--- config.mk ---
export PLATFORM = sky130hd
export DESIGN_NAME = commit_unit_flat
export DESIGN_NICKNAME = d
export VERILOG_FILES = /design/src/rtl/commit_unit_if.sv /design/src/rtl/commit_unit.sv /design/src/flat_wrapper.sv
export SDC_FILE = /design/constraint.sdc
export NUM_CORES = 1
export LEC_CHECK = 0
export ABC_AREA = 1
export CORE_AREA = 2 2 273 275
export CTS_BUF_LIST = sky130_fd_sc_hd__clkbuf_16
export DETAILED_ROUTE_END_ITERATION = 10
export DIE_AREA = 0 0 275 277
export SLEW_MARGIN = 30
export SYNTH_ARGS = -nofsm -noshare
export SYNTH_HDL_FRONTEND = slang
export SYNTH_SLANG_ARGS = --single-unit
--- constraint.sdc ---
create_clock -name clk -period 28.1 [get_ports clk]
set_input_delay 5.62 -clock clk [delete_from_list [all_inputs] [get_ports clk]]
set_output_delay 5.62 -clock clk [all_outputs]
set_load 0.02 [all_outputs]
--- src/rtl/commit_unit_if.sv ---
// Commit-stage bundle: the two-wide ROB commit stream plus everything retirement drives back out.
// master = ROB side / environment, slave = commit_unit.
interface commit_unit_if #(
   parameter int ROB_SIZE  = 32,
   parameter int PREG_BITS = 6,
   parameter int ARCH_REGS = 32
);
   localparam int IDX_BITS = $clog2(ROB_SIZE);

   logic [1:0]                 commit_valid;
   logic [1:0][4:0]            commit_arch_rd;
   logic [1:0][PREG_BITS-1:0]  commit_phys_rd;
   logic [1:0]                 commit_exception;
   logic [1:0][IDX_BITS-1:0]   commit_rob_idx;
   logic [1:0]                 commit_is_store;
   logic [1:0]                 commit_is_branch;
   logic [1:0][31:0]           commit_pc;
   logic [1:0]                 commit_branch_taken;
   logic [1:0][31:0]           commit_branch_target;
   logic [1:0]                 commit_branch_is_call;
   logic [1:0]                 commit_branch_is_return;

   logic [1:0]                 free_en;
   logic [1:0][PREG_BITS-1:0]  free_preg;
   logic [1:0]                 store_commit_en;
   logic [1:0][IDX_BITS-1:0]   store_commit_idx;
   logic [1:0]                 bp_update_en;
   logic [1:0][31:0]           bp_update_pc;
   logic [1:0]                 bp_update_taken;
   logic [1:0][31:0]           bp_update_target;
   logic [1:0]                 bp_update_call;
   logic [1:0]                 bp_update_return;
   logic                       flush_en;
   logic [IDX_BITS-1:0]        flush_ptr;
   logic                       redirect_en;
   logic [31:0]                redirect_pc;
   logic [31:0]                epc;
   logic                       rrat_restore_en;
   logic [ARCH_REGS*PREG_BITS-1:0] rrat_map;
   logic [31:0]                perf_retired;
   logic [31:0]                perf_branches;
   logic [31:0]                perf_exceptions;

   modport master (
      output commit_valid, commit_arch_rd, commit_phys_rd, commit_exception, commit_rob_idx,
             commit_is_store, commit_is_branch, commit_pc, commit_branch_taken,
             commit_branch_target, commit_branch_is_call, commit_branch_is_return,
      input  free_en, free_preg, store_commit_en, store_commit_idx, bp_update_en, bp_update_pc,
             bp_update_taken, bp_update_target, bp_update_call, bp_update_return, flush_en,
             flush_ptr, redirect_en, redirect_pc, epc, rrat_restore_en, rrat_map,
             perf_retired, perf_branches, perf_exceptions
   );

   modport slave (
      input  commit_valid, commit_arch_rd, commit_phys_rd, commit_exception, commit_rob_idx,
             commit_is_store, commit_is_branch, commit_pc, commit_branch_taken,
             commit_branch_target, commit_branch_is_call, commit_branch_is_return,
      output free_en, free_preg, store_commit_en, store_commit_idx, bp_update_en, bp_update_pc,
             bp_update_taken, bp_update_target, bp_update_call, bp_update_return, flush_en,
             flush_ptr, redirect_en, redirect_pc, epc, rrat_restore_en, rrat_map,
             perf_retired, perf_branches, perf_exceptions
   );
endinterface

--- src/rtl/commit_unit.sv ---
// Retirement stage: RRAT maintenance, preg release, store/branch release and exception flush FSM.
// Optional perf counters are built only when COMMIT_PERF_CNT_EN is defined.
module commit_unit #(
   parameter int          ISSUE_WIDTH  = 2,
   parameter int          ROB_SIZE     = 32,
   parameter int          PREG_BITS    = 6,
   parameter int          ARCH_REGS    = 32,
   parameter logic [31:0] EXC_VECTOR   = 32'h0000_0100,
   parameter int          DRAIN_CYCLES = 2
) (
   input logic          clk,
   input logic          reset,
   commit_unit_if.slave cu
);
   localparam int IDX_BITS = $clog2(ROB_SIZE);
   localparam int XZR      = ARCH_REGS - 1;
   localparam int CNT_BITS = (DRAIN_CYCLES > 1) ? $clog2(DRAIN_CYCLES) : 1;
   localparam logic [CNT_BITS-1:0] CNT_LAST = CNT_BITS'(DRAIN_CYCLES - 1);

   typedef enum logic [1:0] {ST_RUN, ST_FLUSH, ST_DRAIN} state_t;

   state_t               state_reg, state_next;
   logic [CNT_BITS-1:0]  drain_cnt_reg, drain_cnt_next;

   logic [PREG_BITS-1:0] rrat_reg  [ARCH_REGS];
   logic [PREG_BITS-1:0] rrat_next [ARCH_REGS];

   logic                   accept;
   logic [ISSUE_WIDTH-1:0] retire;
   logic [ISSUE_WIDTH-1:0] writes;
   logic                   exc_take;
   logic                   exc_slot;
   logic                   restore_next;

   logic [ISSUE_WIDTH-1:0]                free_en_next, free_en_reg;
   logic [ISSUE_WIDTH-1:0][PREG_BITS-1:0] free_preg_next, free_preg_reg;
   logic [ISSUE_WIDTH-1:0]                store_en_next, store_en_reg;
   logic [ISSUE_WIDTH-1:0][IDX_BITS-1:0]  store_idx_next, store_idx_reg;
   logic [ISSUE_WIDTH-1:0]                bp_en_next, bp_en_reg;
   logic [ISSUE_WIDTH-1:0][31:0]          bp_pc_next, bp_pc_reg;
   logic [ISSUE_WIDTH-1:0]                bp_taken_next, bp_taken_reg;
   logic [ISSUE_WIDTH-1:0][31:0]          bp_target_next, bp_target_reg;
   logic [ISSUE_WIDTH-1:0]                bp_call_next, bp_call_reg;
   logic [ISSUE_WIDTH-1:0]                bp_return_next, bp_return_reg;

   logic                 flush_en_reg;
   logic [IDX_BITS-1:0]  flush_ptr_reg;
   logic                 redirect_en_reg;
   logic [31:0]          redirect_pc_reg;
   logic [31:0]          epc_reg;
   logic                 restore_reg;

   // ---------------- FSM: state register ----------------
   always_ff @(posedge clk or posedge reset) begin
      if (reset) begin
         state_reg     <= ST_RUN;
         drain_cnt_reg <= '0;
      end else begin
         state_reg     <= state_next;
         drain_cnt_reg <= drain_cnt_next;
      end
   end

   // ---------------- FSM: next state ----------------
   always_comb begin
      state_next     = state_reg;
      drain_cnt_next = drain_cnt_reg;
      case (state_reg)
         ST_RUN: begin
            if (exc_take) state_next = ST_FLUSH;
         end
         ST_FLUSH: begin
            state_next     = ST_DRAIN;
            drain_cnt_next = '0;
         end
         ST_DRAIN: begin
            if (drain_cnt_reg == CNT_LAST) begin
               state_next     = ST_RUN;
               drain_cnt_next = '0;
            end else begin
               drain_cnt_next = drain_cnt_reg + 1'b1;
            end
         end
         default: begin
            state_next     = ST_RUN;
            drain_cnt_next = '0;
         end
      endcase
   end

   // ---------------- FSM: outputs / retire qualification ----------------
   // A slot retires only if every older slot retired, so a fault or a hole stops the group.
   always_comb begin
      accept       = (state_reg == ST_RUN);
      retire       = '0;
      writes       = '0;
      retire[0]    = accept & cu.commit_valid[0] & ~cu.commit_exception[0];
      retire[1]    = retire[0] & cu.commit_valid[1] & ~cu.commit_exception[1];
      exc_take     = accept & cu.commit_valid[0] &
                     (cu.commit_exception[0] | (cu.commit_valid[1] & cu.commit_exception[1]));
      exc_slot     = ~cu.commit_exception[0];
      restore_next = (state_reg == ST_FLUSH) ||
                     ((state_reg == ST_DRAIN) && (drain_cnt_reg != CNT_LAST));
      for (int k = 0; k < ISSUE_WIDTH; k++)
         writes[k] = retire[k] && (cu.commit_arch_rd[k] != 5'(XZR));
   end

   // ---------------- per-slot release paths ----------------
   genvar gi;
   generate
      for (gi = 0; gi < ISSUE_WIDTH; gi++) begin : g_slot
         logic [PREG_BITS-1:0] prev_map;

         // An older slot renaming the same arch reg this cycle supersedes the stale RRAT entry.
         always_comb begin
            prev_map = rrat_reg[cu.commit_arch_rd[gi]];
            for (int j = 0; j < gi; j++)
               if (writes[j] && (cu.commit_arch_rd[j] == cu.commit_arch_rd[gi]))
                  prev_map = cu.commit_phys_rd[j];
         end

         assign free_en_next[gi]   = writes[gi];
         assign free_preg_next[gi] = writes[gi] ? prev_map : '0;
         assign store_en_next[gi]  = retire[gi] & cu.commit_is_store[gi];
         assign store_idx_next[gi] = store_en_next[gi] ? cu.commit_rob_idx[gi] : '0;
         assign bp_en_next[gi]     = retire[gi] & cu.commit_is_branch[gi];
         assign bp_pc_next[gi]     = bp_en_next[gi] ? cu.commit_pc[gi] : '0;
         assign bp_taken_next[gi]  = bp_en_next[gi] & cu.commit_branch_taken[gi];
         assign bp_target_next[gi] = bp_en_next[gi] ? cu.commit_branch_target[gi] : '0;
         assign bp_call_next[gi]   = bp_en_next[gi] & cu.commit_branch_is_call[gi];
         assign bp_return_next[gi] = bp_en_next[gi] & cu.commit_branch_is_return[gi];
      end

      // Younger slot wins on an alias, so it is applied last.
      for (gi = 0; gi < ARCH_REGS; gi++) begin : g_rrat
         logic [PREG_BITS-1:0] entry_next;
         always_comb begin
            entry_next = rrat_reg[gi];
            for (int j = 0; j < ISSUE_WIDTH; j++)
               if (writes[j] && (cu.commit_arch_rd[j] == 5'(gi)))
                  entry_next = cu.commit_phys_rd[j];
         end
         assign rrat_next[gi] = entry_next;
         assign cu.rrat_map[gi*PREG_BITS +: PREG_BITS] = rrat_reg[gi];
      end
   endgenerate

   // ---------------- registered state and outputs ----------------
   always_ff @(posedge clk or posedge reset) begin
      if (reset) begin
         for (int i = 0; i < ARCH_REGS; i++)
            rrat_reg[i] <= PREG_BITS'(i);
         free_en_reg     <= '0;
         free_preg_reg   <= '0;
         store_en_reg    <= '0;
         store_idx_reg   <= '0;
         bp_en_reg       <= '0;
         bp_pc_reg       <= '0;
         bp_taken_reg    <= '0;
         bp_target_reg   <= '0;
         bp_call_reg     <= '0;
         bp_return_reg   <= '0;
         flush_en_reg    <= 1'b0;
         flush_ptr_reg   <= '0;
         redirect_en_reg <= 1'b0;
         redirect_pc_reg <= '0;
         epc_reg         <= '0;
         restore_reg     <= 1'b0;
      end else begin
         for (int i = 0; i < ARCH_REGS; i++)
            rrat_reg[i] <= rrat_next[i];
         free_en_reg     <= free_en_next;
         free_preg_reg   <= free_preg_next;
         store_en_reg    <= store_en_next;
         store_idx_reg   <= store_idx_next;
         bp_en_reg       <= bp_en_next;
         bp_pc_reg       <= bp_pc_next;
         bp_taken_reg    <= bp_taken_next;
         bp_target_reg   <= bp_target_next;
         bp_call_reg     <= bp_call_next;
         bp_return_reg   <= bp_return_next;
         flush_en_reg    <= exc_take;
         flush_ptr_reg   <= exc_take ? cu.commit_rob_idx[exc_slot] : '0;
         redirect_en_reg <= exc_take;
         redirect_pc_reg <= exc_take ? EXC_VECTOR : '0;
         if (exc_take)
            epc_reg <= cu.commit_pc[exc_slot];
         restore_reg     <= restore_next;
      end
   end

   assign cu.free_en          = free_en_reg;
   assign cu.free_preg        = free_preg_reg;
   assign cu.store_commit_en  = store_en_reg;
   assign cu.store_commit_idx = store_idx_reg;
   assign cu.bp_update_en     = bp_en_reg;
   assign cu.bp_update_pc     = bp_pc_reg;
   assign cu.bp_update_taken  = bp_taken_reg;
   assign cu.bp_update_target = bp_target_reg;
   assign cu.bp_update_call   = bp_call_reg;
   assign cu.bp_update_return = bp_return_reg;
   assign cu.flush_en         = flush_en_reg;
   assign cu.flush_ptr        = flush_ptr_reg;
   assign cu.redirect_en      = redirect_en_reg;
   assign cu.redirect_pc      = redirect_pc_reg;
   assign cu.epc              = epc_reg;
   assign cu.rrat_restore_en  = restore_reg;

`ifdef COMMIT_PERF_CNT_EN
   logic [31:0] perf_retired_reg, perf_branches_reg, perf_exceptions_reg;

   always_ff @(posedge clk or posedge reset) begin
      if (reset) begin
         perf_retired_reg    <= '0;
         perf_branches_reg   <= '0;
         perf_exceptions_reg <= '0;
      end else begin
         perf_retired_reg    <= perf_retired_reg + 32'($countones(retire));
         perf_branches_reg   <= perf_branches_reg + 32'($countones(bp_en_next));
         perf_exceptions_reg <= perf_exceptions_reg + 32'(exc_take);
      end
   end

   assign cu.perf_retired    = perf_retired_reg;
   assign cu.perf_branches   = perf_branches_reg;
   assign cu.perf_exceptions = perf_exceptions_reg;
`else
   assign cu.perf_retired    = '0;
   assign cu.perf_branches   = '0;
   assign cu.perf_exceptions = '0;
`endif

endmodule

--- src/flat_wrapper.sv ---
// flat-port wrapper written by rule: the top's interface ports become plain ports
module commit_unit_flat 
#(
   parameter int          ISSUE_WIDTH  = 2,
   parameter int          ROB_SIZE     = 32,
   parameter int          PREG_BITS    = 6,
   parameter int          ARCH_REGS    = 32,
   parameter logic [31:0] EXC_VECTOR   = 32'h0000_0100,
   parameter int          DRAIN_CYCLES = 2
)
  (clk, reset, cu_commit_valid, cu_commit_arch_rd, cu_commit_phys_rd, cu_commit_exception, cu_commit_rob_idx, cu_commit_is_store, cu_commit_is_branch, cu_commit_pc, cu_commit_branch_taken, cu_commit_branch_target, cu_commit_branch_is_call, cu_commit_branch_is_return, cu_free_en, cu_free_preg, cu_store_commit_en, cu_store_commit_idx, cu_bp_update_en, cu_bp_update_pc, cu_bp_update_taken, cu_bp_update_target, cu_bp_update_call, cu_bp_update_return, cu_flush_en, cu_flush_ptr, cu_redirect_en, cu_redirect_pc, cu_epc, cu_rrat_restore_en, cu_rrat_map, cu_perf_retired, cu_perf_branches, cu_perf_exceptions);
  commit_unit_if #(.ROB_SIZE(ROB_SIZE), .PREG_BITS(PREG_BITS), .ARCH_REGS(ARCH_REGS)) cu_i ();
  input logic clk;
  input logic reset;
  input wire logic [$bits(cu_i.commit_valid)-1:0] cu_commit_valid;
  input wire logic [$bits(cu_i.commit_arch_rd)-1:0] cu_commit_arch_rd;
  input wire logic [$bits(cu_i.commit_phys_rd)-1:0] cu_commit_phys_rd;
  input wire logic [$bits(cu_i.commit_exception)-1:0] cu_commit_exception;
  input wire logic [$bits(cu_i.commit_rob_idx)-1:0] cu_commit_rob_idx;
  input wire logic [$bits(cu_i.commit_is_store)-1:0] cu_commit_is_store;
  input wire logic [$bits(cu_i.commit_is_branch)-1:0] cu_commit_is_branch;
  input wire logic [$bits(cu_i.commit_pc)-1:0] cu_commit_pc;
  input wire logic [$bits(cu_i.commit_branch_taken)-1:0] cu_commit_branch_taken;
  input wire logic [$bits(cu_i.commit_branch_target)-1:0] cu_commit_branch_target;
  input wire logic [$bits(cu_i.commit_branch_is_call)-1:0] cu_commit_branch_is_call;
  input wire logic [$bits(cu_i.commit_branch_is_return)-1:0] cu_commit_branch_is_return;
  output wire logic [$bits(cu_i.free_en)-1:0] cu_free_en;
  output wire logic [$bits(cu_i.free_preg)-1:0] cu_free_preg;
  output wire logic [$bits(cu_i.store_commit_en)-1:0] cu_store_commit_en;
  output wire logic [$bits(cu_i.store_commit_idx)-1:0] cu_store_commit_idx;
  output wire logic [$bits(cu_i.bp_update_en)-1:0] cu_bp_update_en;
  output wire logic [$bits(cu_i.bp_update_pc)-1:0] cu_bp_update_pc;
  output wire logic [$bits(cu_i.bp_update_taken)-1:0] cu_bp_update_taken;
  output wire logic [$bits(cu_i.bp_update_target)-1:0] cu_bp_update_target;
  output wire logic [$bits(cu_i.bp_update_call)-1:0] cu_bp_update_call;
  output wire logic [$bits(cu_i.bp_update_return)-1:0] cu_bp_update_return;
  output wire logic [$bits(cu_i.flush_en)-1:0] cu_flush_en;
  output wire logic [$bits(cu_i.flush_ptr)-1:0] cu_flush_ptr;
  output wire logic [$bits(cu_i.redirect_en)-1:0] cu_redirect_en;
  output wire logic [$bits(cu_i.redirect_pc)-1:0] cu_redirect_pc;
  output wire logic [$bits(cu_i.epc)-1:0] cu_epc;
  output wire logic [$bits(cu_i.rrat_restore_en)-1:0] cu_rrat_restore_en;
  output wire logic [$bits(cu_i.rrat_map)-1:0] cu_rrat_map;
  output wire logic [$bits(cu_i.perf_retired)-1:0] cu_perf_retired;
  output wire logic [$bits(cu_i.perf_branches)-1:0] cu_perf_branches;
  output wire logic [$bits(cu_i.perf_exceptions)-1:0] cu_perf_exceptions;
  assign cu_i.commit_valid = cu_commit_valid;
  assign cu_i.commit_arch_rd = cu_commit_arch_rd;
  assign cu_i.commit_phys_rd = cu_commit_phys_rd;
  assign cu_i.commit_exception = cu_commit_exception;
  assign cu_i.commit_rob_idx = cu_commit_rob_idx;
  assign cu_i.commit_is_store = cu_commit_is_store;
  assign cu_i.commit_is_branch = cu_commit_is_branch;
  assign cu_i.commit_pc = cu_commit_pc;
  assign cu_i.commit_branch_taken = cu_commit_branch_taken;
  assign cu_i.commit_branch_target = cu_commit_branch_target;
  assign cu_i.commit_branch_is_call = cu_commit_branch_is_call;
  assign cu_i.commit_branch_is_return = cu_commit_branch_is_return;
  assign cu_free_en = cu_i.free_en;
  assign cu_free_preg = cu_i.free_preg;
  assign cu_store_commit_en = cu_i.store_commit_en;
  assign cu_store_commit_idx = cu_i.store_commit_idx;
  assign cu_bp_update_en = cu_i.bp_update_en;
  assign cu_bp_update_pc = cu_i.bp_update_pc;
  assign cu_bp_update_taken = cu_i.bp_update_taken;
  assign cu_bp_update_target = cu_i.bp_update_target;
  assign cu_bp_update_call = cu_i.bp_update_call;
  assign cu_bp_update_return = cu_i.bp_update_return;
  assign cu_flush_en = cu_i.flush_en;
  assign cu_flush_ptr = cu_i.flush_ptr;
  assign cu_redirect_en = cu_i.redirect_en;
  assign cu_redirect_pc = cu_i.redirect_pc;
  assign cu_epc = cu_i.epc;
  assign cu_rrat_restore_en = cu_i.rrat_restore_en;
  assign cu_rrat_map = cu_i.rrat_map;
  assign cu_perf_retired = cu_i.perf_retired;
  assign cu_perf_branches = cu_i.perf_branches;
  assign cu_perf_exceptions = cu_i.perf_exceptions;
  commit_unit #(.ISSUE_WIDTH(ISSUE_WIDTH), .ROB_SIZE(ROB_SIZE), .PREG_BITS(PREG_BITS), .ARCH_REGS(ARCH_REGS), .EXC_VECTOR(EXC_VECTOR), .DRAIN_CYCLES(DRAIN_CYCLES)) u_core (.clk(clk), .reset(reset), .cu(cu_i));
endmodule
==> summary.md, run 1 <==
| Metric | Value |
|---|---|
| Final core utilization | slightly above 40% |
| Seq pwr share | 37.9% |
| Hold Vio Cnt, Final | 0 |
| Hold crit path type | register to register |
| Routed Antenna Nets | 0 |
| Reg clk slew, reported paths | 0.06 ns |
| Sw frac | 36.8% |
| Crit path capture type | register |
| Drt total wl | 103000 um |
| Clock network fraction of total power | 32.1% |
| Comb pwr share | 30.1% |
| Proportion of layout cells with a drive suffix above 1 | between 8 and 9% |
| CTS tree | built |
| CTS max path bufs | 3 |
| Max Cap Viol | 0 |
| Slew Limit Fails | 0 |
| Worst-path maximum fanout | between 50 and 60 |
| Worst setup margin | approximately 19 ns |
| Std cell rows | 100 |
| Drt first pass iters | 9 |
| Commonest non-fill, non-tap cells in the layout | nand2_1, clkdlybuf4s50_1, nor2_1 |
| CP startpoint kind | input port |
| WS Path Type | input port to register |
| Final net count | 3667 |
| Die area | 76200 um2 |
| # DRC | 0 |
| Outcome | completed |
| Rel. slew slack | 37.0% |
| Core Region | 73600 um2 |
| Synthesis-to-finish area growth | 35.4% |
| Max FFs per register | 192 |
| RSZ-0062 raised after global routing | false |
| Mean Syn Cell Area | between 7 and 8 um2 |
| WL/cell | approximately 23 um |
| Hold slack | 0.375 ns |
| Worst slew pin tran | roughly 0.94 ns |
| Via Count | approximately 23000 |
| Yosys top cell area share | 36.0% |
| Setup Viol. Count Final | 0 |
| Setup_tns | 0 ns |
| Root Buffer | clkbuf_16 |
| Yosys reg bits | between 300 and 400 |
| Number of CTS-inserted buffers | 50 |
| Largest net degree at the start of global routing | 137 |
| GRT overflow | 0 |
| Post_cts resized | 0 |
| Worst path arrival time | approximately 9.5 ns |
| Die W | 275 um |
| Initial antenna violation count | 5 |
| Clock Latency Late Sink | 0.63 ns |
| Synth Warn # | 0 |
| Leak | around 14 nW |
| Setup bufs post-CTS | 0 |
| Sequential-to-total area share from yosys stat | a little under half |
| Post-layout min period | between 9 and 10 ns |
| Mapped cell area | 21900 um2 |
| Maximum VDD drop | roughly 0.000045 V |
| DR vias/cell | approximately 5 |
| Gate Count Post-Synth | about 3000 |
| First-pass GRT wire length | 148000 um |
| Die height | between 200 and 300 um |
| Initial DRC Count | 2835 |
| Number of port buffers | 570 |
| GP Congestion | 0.965 |
| Vias in the first global route | 20946 |
| Synth unique cells | 34 |
| Initial Utilization | 29.8% |
| NetSw | 775 uW |
| Clk sinks | 396 |
| Hold-fix buffers, CTS | 0 |
| Final worst path period share | 32.2% |
| Most common cell after layout, fill and taps aside | nand2_1 |
| # IOs | 698 |
| Critical Path RT | between 20 and 30 ns |
| Total global-route track usage | around a quarter |
| Top cells by area, synth | dfrtp_1, nand2_1, dfstp_2 |
| Largest area contributor in the synthesized netlist | dfrtp_1 |
| Pwr dens | 70.9 nW/um2 |
| Max Clk Rate | 111 MHz |
| Int Power | 1.33 mW |
| DP HPWL | 74200 um |
| Pre-CTS setup slack | 18.89 ns |
| Setup Skew | 0.0413 ns |
| H-tree depth | 2 |
## through the flow
step,area [um2],power (mW),instances
after floorplan,22400,1.08,3117
after CTS,29700,2.11,4500
after detailed placement,28000,1.43,4408
final,29700,2.11,4504
after global placement,28000,1.43,4407
after global routing,29700,2.19,4503
## logic make-up after synthesis
logic type / after synthesis / synth area share (%)
flip-flops: 396 / 45.6
buffers and inverters: 573 / 12.6
AND/OR/NAND/NOR: 1811 / 35.6
XOR/XNOR: 5 / 0.200
AO/OA/AOI/OAI: 205 / 5.96
other: 1 / 0.0171
## area by class of cell
cell class                 instances  area, um2
inverter                         287       1110
multi-input combinational       2148       9680
tap                              969       1210
clock buffer                      50       1250
clock inverter                    42        429
fill                            7517      43900
sequential                       396      10000
antenna                            4       10.0
timing repair buffer             608       6010
## synthesized netlist by cell type
cell	number
nor2_1	415
nor3_1	1
nand2_2	4
buf_4	134
inv_1	252
nand4_1	29
a31oi_1	32
a22oi_1	46
nor2_8	11
dfstp_2	80
nand3_1	410
clkinv_1	2
buf_2	31
a21oi_1	29
inv_4	9
nand3_2	6
buf_12	1
nand2_1	906
o21ai_0	48
nor2_4	4
buf_6	4
clkbuf_1	90
xor2_1	2
nor2_2	10
a21oi_2	1
nor3_2	4
inv_2	24
o211ai_1	49
xnor2_1	3
conb_1	1
nor3_4	9
buf_1	26
nand2_4	2
dfrtp_1	316
## critical path: stages
cell	delay (ns)
buf_2	0.08
buf_4	0.52
clkinv_2	0.88
nor2_1	0.89
buf_4	0.30
nand2_1	0.28
nor2_1	0.21
nand2_1	0.28
nand2_1	0.14
inv_1	0.12
nand2_1	0.08
o211ai_1	0.08
## metal layers
layer  track usage, %  part of all wire, %  vias to the layer above
met2             38.3                   43                     1418
met1             36.5                   41                    10700
met5                0                0.019                        -
met3             8.58                   13                      273
li1                 -                    -                    10212
met4             9.41                  3.8                        4
## worst paths after layout
path,start,to,slack (ns),cells after the start
min in group asynchronous,reset,u_core.cu.store_commit_en[0],5.56,2
max in group asynchronous,reset,u_core.cu.free_preg[3],20.78,4
min,u_core.cu.rrat_map[186],u_core.cu.rrat_map[186],0.38,0
max,cu_commit_arch_rd[5],u_core.cu.rrat_map[31],19.06,12
min reg2reg,u_core.cu.rrat_map[186],u_core.cu.rrat_map[186],0.38,0
max reg2reg,u_core.state_reg[1],u_core.cu.rrat_map[156],24.42,12
## power by group through the flow
| stage | Clock (mW) | Combinational [mW] | Sequential, mW |
|---|---|---|---|
| after floorplan | 0 | 0.220 | 0.863 |
| after CTS | 0.684 | 0.631 | 0.794 |
| final | 0.676 | 0.633 | 0.797 |
| after detailed placement | 0 | 0.628 | 0.801 |
| after global routing | 0.707 | 0.678 | 0.805 |
| after global placement | 0 | 0.626 | 0.801 |
Power figures use the tool's default switching activity.
==> run 2, diff against run 1 <==
==> constraint.sdc (replaced) <==
create_clock -name clk -period 9.5 [get_ports clk]
set_input_delay 1.9 -clock clk [delete_from_list [all_inputs] [get_ports clk]]
set_output_delay 1.9 -clock clk [all_outputs]
set_load 0.02 [all_outputs]
==> summary.md, run 2 (synthesis results as in run 1) <==
| Metric | Value |
|---|---|
| Max Cap Viol | 0 |
| R2R Path End | u_core.cu.rrat_map[164] |
| Vias in the first global route | 21054 |
| Rel. slew slack | 34.9% |
| Die area | 76200 um2 |
| Most common cell after layout, fill and taps aside | nand2_1 |
| Final net count | 3669 |
| DP HPWL | 76100 um |
| Drt first pass iters | 6 |
| Clk sinks | about 400 |
| CTS max path bufs | 3 |
| Initial antenna violation count | 8 |
| RR Startpoint | u_core.state_reg[0] |
| Final worst path period share | 54.7% |
| Sw frac | 37.1% |
| Clock network fraction of total power | 30.6% |
| Pre-CTS setup slack | 3.82 ns |
| Int Power | 3.84 mW |
| CTS tree | built |
| GRT overflow | 0 |
| Min-delay src | u_core.cu.rrat_map[187] |
| R2R depth | 12 |
| Setup Skew | 0.0221 ns |
| Synthesis-to-finish area growth | 35.0% |
| Core Region | 73600 um2 |
| Seq pwr share | just under 40% |
| WL/cell | 23.4 um |
| Clock Latency Late Sink | ~0.6 ns |
| GR Util met1 | a little under two fifths |
| Drt total wl | approximately 110000 um |
| Initial Utilization | 29.8% |
| Via Count | 22660 |
| WS Path Type | input port to register |
| Worst slew pin tran | 0.976 ns |
| Reg clk slew, reported paths | approximately 0.07 ns |
| Met3 Use GR | under 10% |
| Finished Cell Area | 29600 um2 |
| Die height | around 280 um |
| Commonest non-fill, non-tap cells in the layout | nand2_1, clkdlybuf4s50_1, nor2_1 |
| Critical Path RT | 9.98 ns |
| Initial DRC Count | around 3200 |
| Number of port buffers | 570 |
| DR vias/cell | between 5 and 6 |
| Outcome | completed |
| Die W | 275 um |
| Delay of the slowest critical-path stage | 0.72 ns |
| Cells along the critical path | clkdlybuf4s50_1 > nand2_1 > nor2_4 > buf_4 > nand3_2 > nor2_2 > buf_4 > nand2_4 > nor2_2 > inv_1 > nand2_1 > nand3_1 |
| # IOs | 698 |
| Area after DPL | 28000 um2 |
| Setup Viol. Count Final | 0 |
| Pwr dens | 206 nW/um2 |
| Max Clk Rate | slightly below 200 MHz |
| Slew Limit Fails | 0 |
| Std cell rows | 100 |
| Hold Vio Cnt, Final | 0 |
| Met2 Usage GRT | between 30% and 40% |
| Worst hold stages | 0 |
| Setup_tns | 0 ns |
| Setup slack, reg-to-reg | 5.54 ns |
| CP max-delay cell | nand3_2 |
| Routed Antenna Nets | 0 |
| Comb pwr share | 30.8% |
| Post-layout min period | 5.19 ns |
| Total power draw | 6.11 mW |
| CP startpoint kind | input port |
| NetSw | approximately 2.3 mW |
| Total global-route track usage | 27.0% |
| H-tree depth | 2 |
| Worst path arrival time | 5.67 ns |
| RSZ-0062 raised after global routing | false |
| Leak | 14.2 nW |
| Worst setup margin | 4.31 ns |
| First-pass GRT wire length | between 150000 and 200000 um |
| Largest net degree at the start of global routing | about 140 |
| Root Buffer | clkbuf_16 |
| Hold crit path type | register to register |
| Min-Delay Endpoint | u_core.cu.rrat_map[187] |
| GR peak layer | met2 |
| Proportion of layout cells with a drive suffix above 1 | around 8.1% |
| Post_cts resized | 0 |
| Maximum VDD drop | 0.000120 V |
| Setup bufs post-CTS | 0 |
| Worst-path maximum fanout | 29 |
| GP Congestion | approximately 0.99 |
| Hold-fix buffers, CTS | 0 |
| # DRC | 0 |
| Number of CTS-inserted buffers | 48 |
| Max FFs per register | 192 |
| Crit path capture type | register |
==> run 2: critical path: cells and delay by family <==
family,cells,cell delay [ns]
AND/OR/NAND/NOR,8,2.23
buffers and inverters,4,1.50
==> run 2: worst max-delay path by stage <==
| stage | start | endpoint | slack, ns |
|---|---|---|---|
| 2_1_floorplan | reset | u_core.cu.bp_update_call[0] | 2.34 |
| 3_3_place_gp | cu_commit_valid[0] | u_core.cu.rrat_map[167] | 3.87 |
| 3_5_place_dp | cu_commit_valid[0] | u_core.cu.rrat_map[164] | 3.82 |
| 4_1_cts | cu_commit_valid[0] | u_core.cu.rrat_map[164] | 4.44 |
| 5_1_grt | cu_commit_valid[0] | u_core.cu.rrat_map[167] | 4.25 |
| 6_report | cu_commit_valid[0] | u_core.cu.rrat_map[164] | 4.31 |
==> run 2: per-stage QoR <==
| step | std cells | utilization, % | hold WS (ns) |
|---|---|---|---|
| 3_3_place_gp | 4411 | 38.1 | 0.368 |
| 2_1_floorplan | 3117 | - | 0.450 |
| 6_report | 4506 | 40.3 | 0.380 |
| 3_5_place_dp | 4411 | 38.1 | 0.371 |
| 5_1_grt | 4503 | 40.3 | 0.387 |
| 4_1_cts | 4499 | 40.2 | 0.380 |
==> run 2: routing by layer <==
metal  vias up  wire (um)
li1      10241          -
met1     10727      43000
met2      1447      45100
met3       237      13300
met4         8       3910
met5         -         53
==> run 2: power groups by stage <==
stage	Combinational [mW]	Sequential (mW)	Clock [mW]
detailed placement	1.87	2.37	0
floorplan	0.651	2.55	0
global placement	1.87	2.37	0
global route	2.02	2.38	1.98
finish	1.88	2.36	1.87
CTS	1.88	2.35	1.90
==> run 2: final cells by class <==
| cell class | count | area [um2] |
|---|---|---|
| fill | 7579 | 43900 |
| timing repair buffer | 612 | 6050 |
| inverter | 287 | 1110 |
| clock buffer | 48 | 1200 |
| clock inverter | 40 | 357 |
| antenna | 6 | 15.0 |
| sequential | 396 | 10000 |
| multi-input combinational | 2148 | 9670 |
| tap | 969 | 1210 |
